--- config.mk ---
export PLATFORM = sky130hd
export DESIGN_NAME = seq_pattern_gen
export DESIGN_NICKNAME = d
export VERILOG_FILES = /design/src/rtl/seq_pattern_gen.sv
export SDC_FILE = /design/constraint.sdc
export NUM_CORES = 1
export LEC_CHECK = 0
export BUFFER_PORTS_ARGS = -buffer_cell sky130_fd_sc_hd__buf_4
export CORE_MARGIN = 3
export CORE_UTILIZATION = 55
export CTS_BUF_LIST = sky130_fd_sc_hd__clkbuf_8
export DETAILED_ROUTE_END_ITERATION = 10
export MAX_ROUTING_LAYER = met4
export PLACE_DENSITY = 0.76
export SYNTH_ARGS = -nofsm -noshare
export SYNTH_HDL_FRONTEND = slang
export SYNTH_SLANG_ARGS = --single-unit
--- constraint.sdc ---
create_clock -name clk -period 2.4 [get_ports clk]
set_input_delay 0.36 -clock clk [delete_from_list [all_inputs] [get_ports clk]]
set_output_delay 0.36 -clock clk [all_outputs]
set_load 0.03 [all_outputs]
--- src/rtl/seq_pattern_gen.sv ---
// Serial pattern transmitter: shifts a captured PAT_W-bit pattern out MSB first,
// repeated R times with G idle zero bits between repetitions.
module seq_pattern_gen #(
  parameter int PAT_W = 4,
  parameter int CNT_W = 4
) (
  input  logic             clk,
  input  logic             rst,
  input  logic             start,
  input  logic [PAT_W-1:0] pattern,
  input  logic [CNT_W-1:0] repeat_n,
  input  logic [CNT_W-1:0] gap_n,
  output logic             out,
  output logic             out_valid,
  output logic             busy,
  output logic             done,
  output logic [1:0]       ps
);

  typedef enum logic [1:0] {
    IDLE  = 2'd0,
    SHIFT = 2'd1,
    GAP   = 2'd2,
    DONE  = 2'd3
  } state_e;

  localparam int IDX_W = (PAT_W > 1) ? $clog2(PAT_W) : 1;
  localparam logic [IDX_W-1:0] IDX_MSB = IDX_W'(PAT_W - 1);

  state_e           state_q;
  logic [PAT_W-1:0] pat_q;
  logic [IDX_W-1:0] idx_q;      // index of the bit currently on out
  logic [CNT_W-1:0] rep_q;      // repetitions still to send after the current one
  logic [CNT_W-1:0] gap_len_q;
  logic [CNT_W-1:0] gap_cnt_q;

  assign ps = state_q;

  // NOTE: every register here is written with <= so all updates in a cycle see
  // the pre-edge values; mixing in = would make the result depend on statement order.
  always_ff @(posedge clk or posedge rst) begin
    if (rst) begin
      state_q   <= IDLE;
      pat_q     <= '0;
      idx_q     <= '0;
      rep_q     <= '0;
      gap_len_q <= '0;
      gap_cnt_q <= '0;
      out       <= 1'b0;
      out_valid <= 1'b0;
      busy      <= 1'b0;
      done      <= 1'b0;
    end else begin
      done <= 1'b0;
      unique case (state_q)
        IDLE: begin
          if (start) begin
            pat_q     <= pattern;
            rep_q     <= (repeat_n == '0) ? '0 : repeat_n - 1'b1;
            gap_len_q <= gap_n;
            idx_q     <= IDX_MSB;
            out       <= pattern[PAT_W-1];
            out_valid <= 1'b1;
            busy      <= 1'b1;
            state_q   <= SHIFT;
          end
        end
        SHIFT: begin
          if (idx_q != '0) begin
            idx_q <= idx_q - 1'b1;
            out   <= pat_q[idx_q - 1'b1];
          end else if (rep_q != '0) begin
            rep_q <= rep_q - 1'b1;
            if (gap_len_q != '0) begin
              gap_cnt_q <= gap_len_q;
              out       <= 1'b0;
              out_valid <= 1'b0;
              state_q   <= GAP;
            end else begin
              idx_q <= IDX_MSB;
              out   <= pat_q[PAT_W-1];
            end
          end else begin
            out       <= 1'b0;
            out_valid <= 1'b0;
            busy      <= 1'b0;
            done      <= 1'b1;
            state_q   <= DONE;
          end
        end
        GAP: begin
          // gap_cnt_q holds the gap cycles left including the current one
          if (gap_cnt_q == CNT_W'(1)) begin
            idx_q     <= IDX_MSB;
            out       <= pat_q[PAT_W-1];
            out_valid <= 1'b1;
            state_q   <= SHIFT;
          end else begin
            gap_cnt_q <= gap_cnt_q - 1'b1;
          end
        end
        DONE: begin
          state_q <= IDLE;
        end
        default: begin
          state_q <= IDLE;
        end
      endcase
    end
  end

endmodule

==> flow_summary.toml <==
[drt]
drt_iter0_markers = 45
drtAntennaViolNets = 0
vias = 1247
drt_first_pass_iters = 4
drt_wl_total_um = 3170
dr_wl_met3_um = 176
drc = 0
wl_per_cell_um = 15.7
met1_length_um = 1420
via_per_inst = 6.17
met2_length_um = 1530
highest_layer = "met4"

[worst_setup_path]
path_buf_inv = 1
start_kind = "register"
end_kind = "register"
arrival_ns = 2.21
path_cells = "inv_1, ha_1, mux2i_2, or2_2, a211o_1"
critical_path_class = "reg2reg"
cp_data_required_time_ns = 2.55
path_max_fanout = 14
critPathTopFamily = "flip-flops"
worst-path-stages = 5
critPathMaxStageDelay_ns = 0.46
reg2regPathDepth = 5
cpMaxStageDelayCell = "dfrtp_1"

[synth]
syn-num-nets = 175
yosysTopAreaCellShare = 0.404
synth_top_family_by_area = "compound AO/OA/AOI/OAI gates"
yosys.area.top_type = "dfrtp_1"
async_flop_share = 1.00
synth_common_cells = "dfrtp_1 (24), inv_1 (13), ha_1 (9), nor2_1 (9)"
synth_xor_area_frac = 0
synthFlopType = "dfrtp_1"
yosysMostFrequentCell = "dfrtp_1"
syn_avg_cell_area_um2 = 9.84
synth-adder-area-share = 0.0758
synthSimpleGateAreaFrac = 0.168
synth_edf_count = 0
synth_mux_area_frac = 0.0918
ys_warn_count = 0
syn_inst = 151
synth_cell_types = 42
yosys-top-cells-area = "dfrtp_1 (40%), ha_1 (7.6%), mux2_2 (6.1%)"
syn_area_um2 = 1490
ys_seq_elements = 24
yosysSeqAreaShare = 0.404
synth-compound-area-share = 0.210

[clock_tree]
clockBufferDepth = 2
cts_tree = "done"
htree_levels = 1
numClockSinks = 24
cts_root_buffer = "clkbuf_8"
clkLatencyLatePin_ns = 0.26
ctsResizeCount = 0
path_clk_slew_ns = 0.09
cts_setup_buffers = 0
cts_buffers = 3
ctsHoldBuffers = 0

[power]
power_uw = 2270
ir_drop_mv = 0.970
p_per_area_nw_per_um2 = 1330
p_leak_uw = 0.000770

[floorplanning]
core_area_um2 = 2520
initial_core_util = 0.589
die-width_um = 58.0
die-height_um = 58.0
die_area_um2 = 3360
num_io_pins = 21
fp-row-count = 18

[placed_design]
port_buffers = 20
place_congestion = 0.831
dp_hpwl_um = 2360

[timing]
max-slew-margin-rel = 0.386
worstMarginPinSlew_ns = 0.920
rsz0062_at_grt = "no"
fin_crit_sh = 0.856
setup_viol = 0
hold_violations = 0
skew_ns = 0.00376
finalCriticalPeriod_ns = 2.05
fin_setup_tns_ns = 0
fmax_mhz = 487
maxSlewViolCount = 0

[grt]
grt_pass1_wl_um = 5520
antenna_found_initial = 0
grt_max_degree = 25
grt_pass1_vias = 1264
track_usage = 0.218
gr-total-overflow = 0

[cells_and_area]
seqCellArea_um2 = 601
multi_input_area_um2 = 811
final_util = 0.679
n_fill_cell = 211
diodes = 0
areaGrowthSynthToFinish_pct = 15.2
nets = 198
layout-drive-gt1-share = 0.244

[min_path]
hp-class = "in2async"

[run_status]
outcome = "complete, no violations"

[flow_run]
drv_cap = 0
[state kept, by name (all words and copies together), names as in the netlist]
name	flops
ps	2
pat_q	4
idx_q	2
busy	1
gap_len_q	4
out	1
rep_q	4
out_valid	1
done	1
gap_cnt_q	4
[cell usage in the layout (no fill, tap or decap), types with 4 or more instances in the layout]
| cell | netlist | final |
|---|---|---|
| dfrtp_1 | 24 | 24 |
| buf_4 | 1 | 23 |
| inv_1 | 13 | 13 |
| nor2_1 | 9 | 9 |
| ha_1 | 9 | 9 |
| a21oi_1 | 8 | 8 |
| mux2_2 | 8 | 8 |
| nor3_1 | 8 | 8 |
| o21ai_0 | 8 | 8 |
| nand2_1 | 7 | 7 |
| o31ai_1 | 5 | 5 |
| nor2b_1 | 4 | 4 |
[area by class of cell]
| type | count | area share |
|---|---|---|
| Timing Repair Buffer | 23 | 0.101 |
| Clock buffer | 3 | 0.0241 |
| Inverter | 13 | 0.0285 |
| Sequential cell | 24 | 0.351 |
| Tap cell | 30 | 0.0219 |
| Multi-Input combinational cell | 109 | 0.474 |
[logic make-up (layout without fill, tap and decap cells)]
kind of cell / count (synthesis) / in the layout
buf+inv: 18 / 39
compound gates: 43 / 43
fa+ha+maj: 9 / 9
mux: 11 / 11
flops: 24 / 24
simple gates: 46 / 46
[report_power, final]
| group | switching (uW) | leakage [uW] | internal (uW) | total [uW] |
|---|---|---|---|---|
| Sequential | 173 | 0.000276 | 590 | 763 |
| Clock | 128 | 0.0000216 | 112 | 240 |
| Combinational | 687 | 0.000472 | 583 | 1270 |
[metal layers]
metal / vias to the layer above / GRT usage
li1: 595 / -
met1: 601 / 0.276
met2: 47 / 0.347
met3: 4 / 0.0468
met4: 0 / 0.0762
met5: - / -
[metrics by stage]
| stage | cell area [um2] | instances | hold WS, ns | setup slack [ns] |
|---|---|---|---|---|
| final | 1710 | 202 | 0.291 | 0.347 |
| after global routing | 1710 | 202 | 0.318 | 0.227 |
| after CTS | 1710 | 202 | 0.318 | 0.371 |
| after detailed placement | 1670 | 199 | 0.492 | 0.382 |
| after global placement | 1670 | 199 | 0.474 | 0.441 |
| after floorplan | 1490 | 151 | 0.375 | 0.425 |
[final timing paths]
kind	to	start	slack (ns)
worst max-delay path	gap_cnt_q[3]$_DFFE_PP0P_	ps[1]$_DFFE_PP0P_	0.35
worst min-delay path	gap_len_q[3]$_DFFE_PP0P_	rst	0.29
worst max register to register	gap_cnt_q[3]$_DFFE_PP0P_	ps[1]$_DFFE_PP0P_	0.35
worst min register to register	idx_q[1]$_DFFE_PP0P_	idx_q[1]$_DFFE_PP0P_	0.51
max in group asynchronous	rep_q[1]$_DFFE_PP0P_	rst	1.54
min in group clk	gap_len_q[2]$_DFFE_PP0P_	gap_n[2]	0.32
No activity file was read; power rests on OpenSTA's default activity.
